## config.mk

```make
export PLATFORM = sky130hd
export DESIGN_NAME = instr_trace_buffer
export DESIGN_NICKNAME = d
export VERILOG_FILES = /design/src/rtl/instr_trace_buffer.sv
export SDC_FILE = /design/constraint.sdc
export NUM_CORES = 1
export LEC_CHECK = 0
export CAP_MARGIN = 20
export CORE_MARGIN = 10
export CORE_UTILIZATION = 60
export CTS_BUF_LIST = sky130_fd_sc_hd__clkbuf_4
export CTS_CLUSTER_DIAMETER = 120
export DETAILED_ROUTE_END_ITERATION = 12
export GPL_TIMING_DRIVEN = 0
export PLACE_DENSITY = 0.79
export SETUP_SLACK_MARGIN = 0.05
export SLEW_MARGIN = 20
export SYNTH_ARGS = -nofsm -noshare
export SYNTH_HDL_FRONTEND = slang
export SYNTH_SLANG_ARGS = --single-unit
```

## constraint.sdc

```tcl
create_clock -name clk -period 7.7 [get_ports clk]
set_clock_uncertainty 0.2 [all_clocks]
set_input_delay 1.155 -clock clk [delete_from_list [all_inputs] [get_ports clk]]
set_output_delay 1.155 -clock clk [all_outputs]
set_load 0.05 [all_outputs]
```

## src/rtl/instr_trace_buffer.sv

```systemverilog
// Retirement trace FIFO with halt detection (ECALL or a stuck PC) and a run-cycle counter.
// Optional TRACE_OVERWRITE_EN: a full buffer overwrites its oldest entry instead of dropping the new one.
module instr_trace_buffer #(
  parameter int unsigned DEPTH       = 16,
  parameter int unsigned HALT_THRESH = 4
) (
  input  logic                   clk,
  input  logic                   reset,
  input  logic                   cap_en,
  input  logic                   clr,
  input  logic [31:0]            pc_i,
  input  logic [31:0]            instr_i,
  input  logic                   rd_ready,
  output logic                   rd_valid,
  output logic [31:0]            rd_pc,
  output logic [31:0]            rd_instr,
  output logic [$clog2(DEPTH):0] count,
  output logic                   overflow,
  output logic                   halted,
  output logic [31:0]            cycle_count
);
  localparam int unsigned AW    = $clog2(DEPTH);
  localparam int unsigned CW    = AW + 1;
  localparam logic [31:0] ECALL = 32'h0000_0073;
`ifdef TRACE_OVERWRITE_EN
  localparam bit OVERWRITE = 1'b1;
`else
  localparam bit OVERWRITE = 1'b0;
`endif

  typedef enum logic [1:0] {S_RUN, S_STALL, S_HALTED} state_t;

  state_t        r_state;
  logic [31:0]   r_last_pc;
  logic [31:0]   r_rpt;
  logic          r_halted;
  logic [31:0]   r_cycle_count;
  logic [63:0]   r_mem [DEPTH];
  logic [AW-1:0] r_head;
  logic [AW-1:0] r_tail;
  logic [CW-1:0] r_count;
  logic          r_overflow;
  logic [31:0]   r_rd_pc;
  logic [31:0]   r_rd_instr;

  logic          w_capture;
  logic          w_pop;
  logic          w_full;
  logic          w_lost;
  logic          w_push;
  logic          w_head_adv;
  logic [AW-1:0] w_head_nxt;
  logic [CW-1:0] w_count_nxt;
  logic [63:0]   w_head_data;

  always_comb begin
    w_capture   = cap_en && (r_state != S_HALTED) && !clr && !reset;
    w_pop       = (r_count != '0) && rd_ready;
    w_full      = (r_count == CW'(DEPTH));
    w_lost      = w_capture && w_full && !w_pop;
    w_push      = w_capture && (!w_lost || OVERWRITE);
    w_head_adv  = w_pop || (w_lost && OVERWRITE);
    w_head_nxt  = r_head + AW'(w_head_adv);
    w_count_nxt = r_count;
    if (w_push && !w_head_adv)
      w_count_nxt = r_count + CW'(1);
    else if (w_pop && !w_push)
      w_count_nxt = r_count - CW'(1);
    // New head may be the slot being written this edge; forward it so rd_* is registered head data
    if (w_push && (w_head_nxt == r_tail))
      w_head_data = {pc_i, instr_i};
    else
      w_head_data = r_mem[w_head_nxt];
  end

  always_ff @(posedge clk) begin
    if (w_push)
      r_mem[r_tail] <= {pc_i, instr_i};
  end

  always_ff @(posedge clk) begin
    if (reset || clr) begin
      r_head     <= '0;
      r_tail     <= '0;
      r_count    <= '0;
      r_overflow <= 1'b0;
      r_rd_pc    <= '0;
      r_rd_instr <= '0;
    end else begin
      if (w_push)
        r_tail <= r_tail + AW'(1);
      r_head  <= w_head_nxt;
      r_count <= w_count_nxt;
      if (w_lost)
        r_overflow <= 1'b1;
      if (w_count_nxt != '0) begin
        r_rd_pc    <= w_head_data[63:32];
        r_rd_instr <= w_head_data[31:0];
      end
    end
  end

  always_ff @(posedge clk) begin
    if (reset || clr) begin
      r_state       <= S_RUN;
      r_last_pc     <= '0;
      r_rpt         <= '0;
      r_halted      <= 1'b0;
      r_cycle_count <= '0;
    end else if (cap_en && (r_state != S_HALTED)) begin
      r_last_pc     <= pc_i;
      r_cycle_count <= r_cycle_count + 32'd1;
      case (r_state)
        S_RUN: begin
          if (instr_i == ECALL) begin
            r_state  <= S_HALTED;
            r_halted <= 1'b1;
          end else if (pc_i == r_last_pc) begin
            r_rpt   <= 32'd1;
            r_state <= S_STALL;
          end
        end
        S_STALL: begin
          if (pc_i != r_last_pc) begin
            r_rpt   <= '0;
            r_state <= S_RUN;
          end else begin
            r_rpt <= r_rpt + 32'd1;
            if ((r_rpt + 32'd1) >= HALT_THRESH) begin
              r_state  <= S_HALTED;
              r_halted <= 1'b1;
            end
          end
        end
        default: r_state <= S_HALTED;
      endcase
    end
  end

  assign rd_valid    = (r_count != '0);
  assign rd_pc       = r_rd_pc;
  assign rd_instr    = r_rd_instr;
  assign count       = r_count;
  assign overflow    = r_overflow;
  assign halted      = r_halted;
  assign cycle_count = r_cycle_count;

endmodule

```

==> reports/qor.csv <==
metric,value,unit
clockBufferDepth,4,
finish.utilization,0.718,
rr_startpoint,count[0],
grt_max_degree,20,
async_flop_share,0,
synth_compound_area_frac,0.0352,
cts_sinks,1201,
critPathTopFamily,buffers and inverters,
critPathLaunchType,flop,
grt_setup_unrepaired,false,
maxClockFrequency,171,MHz
tightest_slew,1.20,ns
synthTopCellsByArea,"edfxtp_1 65%, mux4_2 15%, dfxtp_1 7.5%",
setup_violations,0,
syn_nets,2586,
yosysTopAreaCell,edfxtp_1,
slowest_stage,clkbuf_1,
syn_avg_cell_area,18.9,um^2
cts_tree,done,
peakVddDrop,0.000139,V
coreArea,77800,um^2
synth_edf_count,1024,
critPathBufInv,5,
path_clk_slew,0.08,ns
power.density,241,nW/um^2
fillers,4548,
yosysMostFrequentCell,edfxtp_1,
cts-root-buf,clkbuf_4,
routed-via-count,28100,
slew-limit-headroom,0.202,
tritoncts.num_buffers,309,
multi_input_area,12500,um^2
grt_pass1_wl,186000,um
drtIter0Drc,3510,
critPathLaunch,count[0],
crit_chain,"inv_1, ha_1, or3b_4, o21ai_2, inv_1, ha_1, ha_1, clkbuf_1, buf_1, clkbuf_1, mux4_2, mux4_2, mux2i_1, a21oi_1",
firstDrtPassIters,5,
die_area,90600,um^2
cts_resized,0,
fin_ws,1.85,ns
start_util,0.608,
synthSimpleGateAreaFrac,0.0415,
routed_wl,125000,um
dpl.hpwl,81600,um
place_congestion,0.856,
area_growth,18.0,%
grt_usage,0.278,
path_class,reg -> reg,
ys_seq_area_frac,0.724,
clk_latency,1.15,ns
pre_cts_slack,1.67,ns
cp_max_fo,10,
yosys.cell_types.count,61,
avgViaCountPerCell,6.48,
syn_area,47400,um^2
ant_nets,0,
drc,0,
pin_count,173,
stdcell_count,4338,
status,finished clean,
cp.arrival,6.64,ns
synthAdderAreaFrac,0.00264,
end_kind,flop,
io_buffer_count,171,
p_leak,18.6,nW
cts_setup_buffers,0,
min_path_type,reg -> reg,
synth_commonest_cells,"1024 x edfxtp_1, 320 x mux4_2, 177 x dfxtp_1",
max_stage_delay,0.81,ns
grt_pass1_vias,29200,
yosys_warnings,0,
p_total,0.0135,W
synth_top_family_by_area,multiplexers,
chipHeight,301,um
row_count,102,
min_from,r_last_pc[22],
postCtsHoldBufs,0,
wl_per_cell,28.8,um
path_common_cell,ha_1,
worstPathRequired,8.49,ns
antenna_found_initial,15,
synth_cells,2507,
drv_slew,0,
synth.top_cell.area_share,0.649,
fin_crit_sh,0.760,
synth-seq-cells,1201,
drv_cap,0,
ff_latch_area,34300,um^2
dp_cells,3805,
die_w,301,um
final.min_clock_period,5.85,ns
drive_gt1_frac,0.292,
synthXorXnorAreaFrac,0.0148,
synthMuxAreaShare,0.167,
gr-total-overflow,0,
synth_flop_cell,edfxtp_1,
holdWs,0.274,ns
cts.htree.levels,5,
nets,3156,
hold_viol,0,
[cell usage in the layout (no fill, tap or decap), drive strengths merged, types with 35 or more instances in the layout]
master,netlist,layout
a21oi,144,144
buf,59,136
clkbuf,89,560
clkdlybuf4s50,0,171
clkinv,0,59
dfxtp,177,177
edfxtp,1024,1024
mux2i,68,68
mux4,320,320
nand2,100,100
nand3,35,35
nor2,90,90
o21ai,38,38
o31ai,67,67
xor2,59,59
[final timing paths]
kind / slack, ns / cells after the start / end
setup / recovery: 1.85 / 14 / rd_pc[18]
hold / removal: 0.27 / 2 / r_last_pc[22]
setup reg to reg: 1.85 / 14 / rd_pc[18]
hold reg to reg: 0.27 / 2 / r_last_pc[22]
[metrics by stage]
step | instance area (um^2) | TNS, ns
after CTS | 55900 | 0
after global placement | 50400 | -3865.53
after global routing | 55900 | 0
final | 55900 | 0
after detailed placement | 52100 | 0
after floorplan | 47400 | 0
[state kept, by name, summed over array words and instances, names as in the netlist]
name         flops
halted           1
r_head           4
rd_instr        32
rd_pc           32
overflow         1
r_state          2
cycle_count     32
r_last_pc       32
count            5
r_tail           4
r_mem         1024
r_rpt           32
[cell type report]
class / instances / area share
diodes: 6 / 0.000269
plain buffers: 148 / 0.0121
clock buffers: 460 / 0.0618
clock inverters: 66 / 0.00589
inverters: 13 / 0.000873
multi-input cells: 1145 / 0.223
flip-flops and latches: 1201 / 0.613
well taps: 1040 / 0.0233
repair buffers: 259 / 0.0591
[metal layers]
| layer | share of wire | up-vias | GRT usage |
|---|---|---|---|
| li1 | - | 11600 | - |
| met2 | 0.49 | 2021 | 0.444 |
| met1 | 0.36 | 14200 | 0.353 |
| met3 | 0.12 | 341 | 0.0840 |
| met5 | 0.00066 | - | 0 |
| met4 | 0.039 | 14 | 0.120 |
[where the power goes]
group	internal [W]	total, W	switching [W]
Clock	0.00282	0.00532	0.00251
Combinational	0.000382	0.00100	0.000620
Sequential	0.00710	0.00714	0.0000350
Total	0.0103	0.0135	0.00316
[cell families (layout without fill, tap and decap cells)]
family / after synthesis / count (layout)
simple gates: 387 / 387
mux: 389 / 389
compound gates: 279 / 279
fa+ha+maj: 10 / 10
xor+xnor: 80 / 80
buf+inv: 161 / 946
flops: 1201 / 1201
other cells: 0 / 6
[worst register-to-register path, stage by stage, from the launching register on]
cell and delay, ns:
dfxtp_1 0.41, inv_1 0.14, ha_1 0.22, or3b_4 0.41, o21ai_2 0.26, inv_1 0.17
ha_1 0.25, ha_1 0.32, clkbuf_1 0.31, buf_1 0.75, clkbuf_1 0.81, mux4_2 0.45
mux4_2 0.48, mux2i_1 0.40, a21oi_1 0.13
Note: power is estimated with default switching activity, not from simulation.
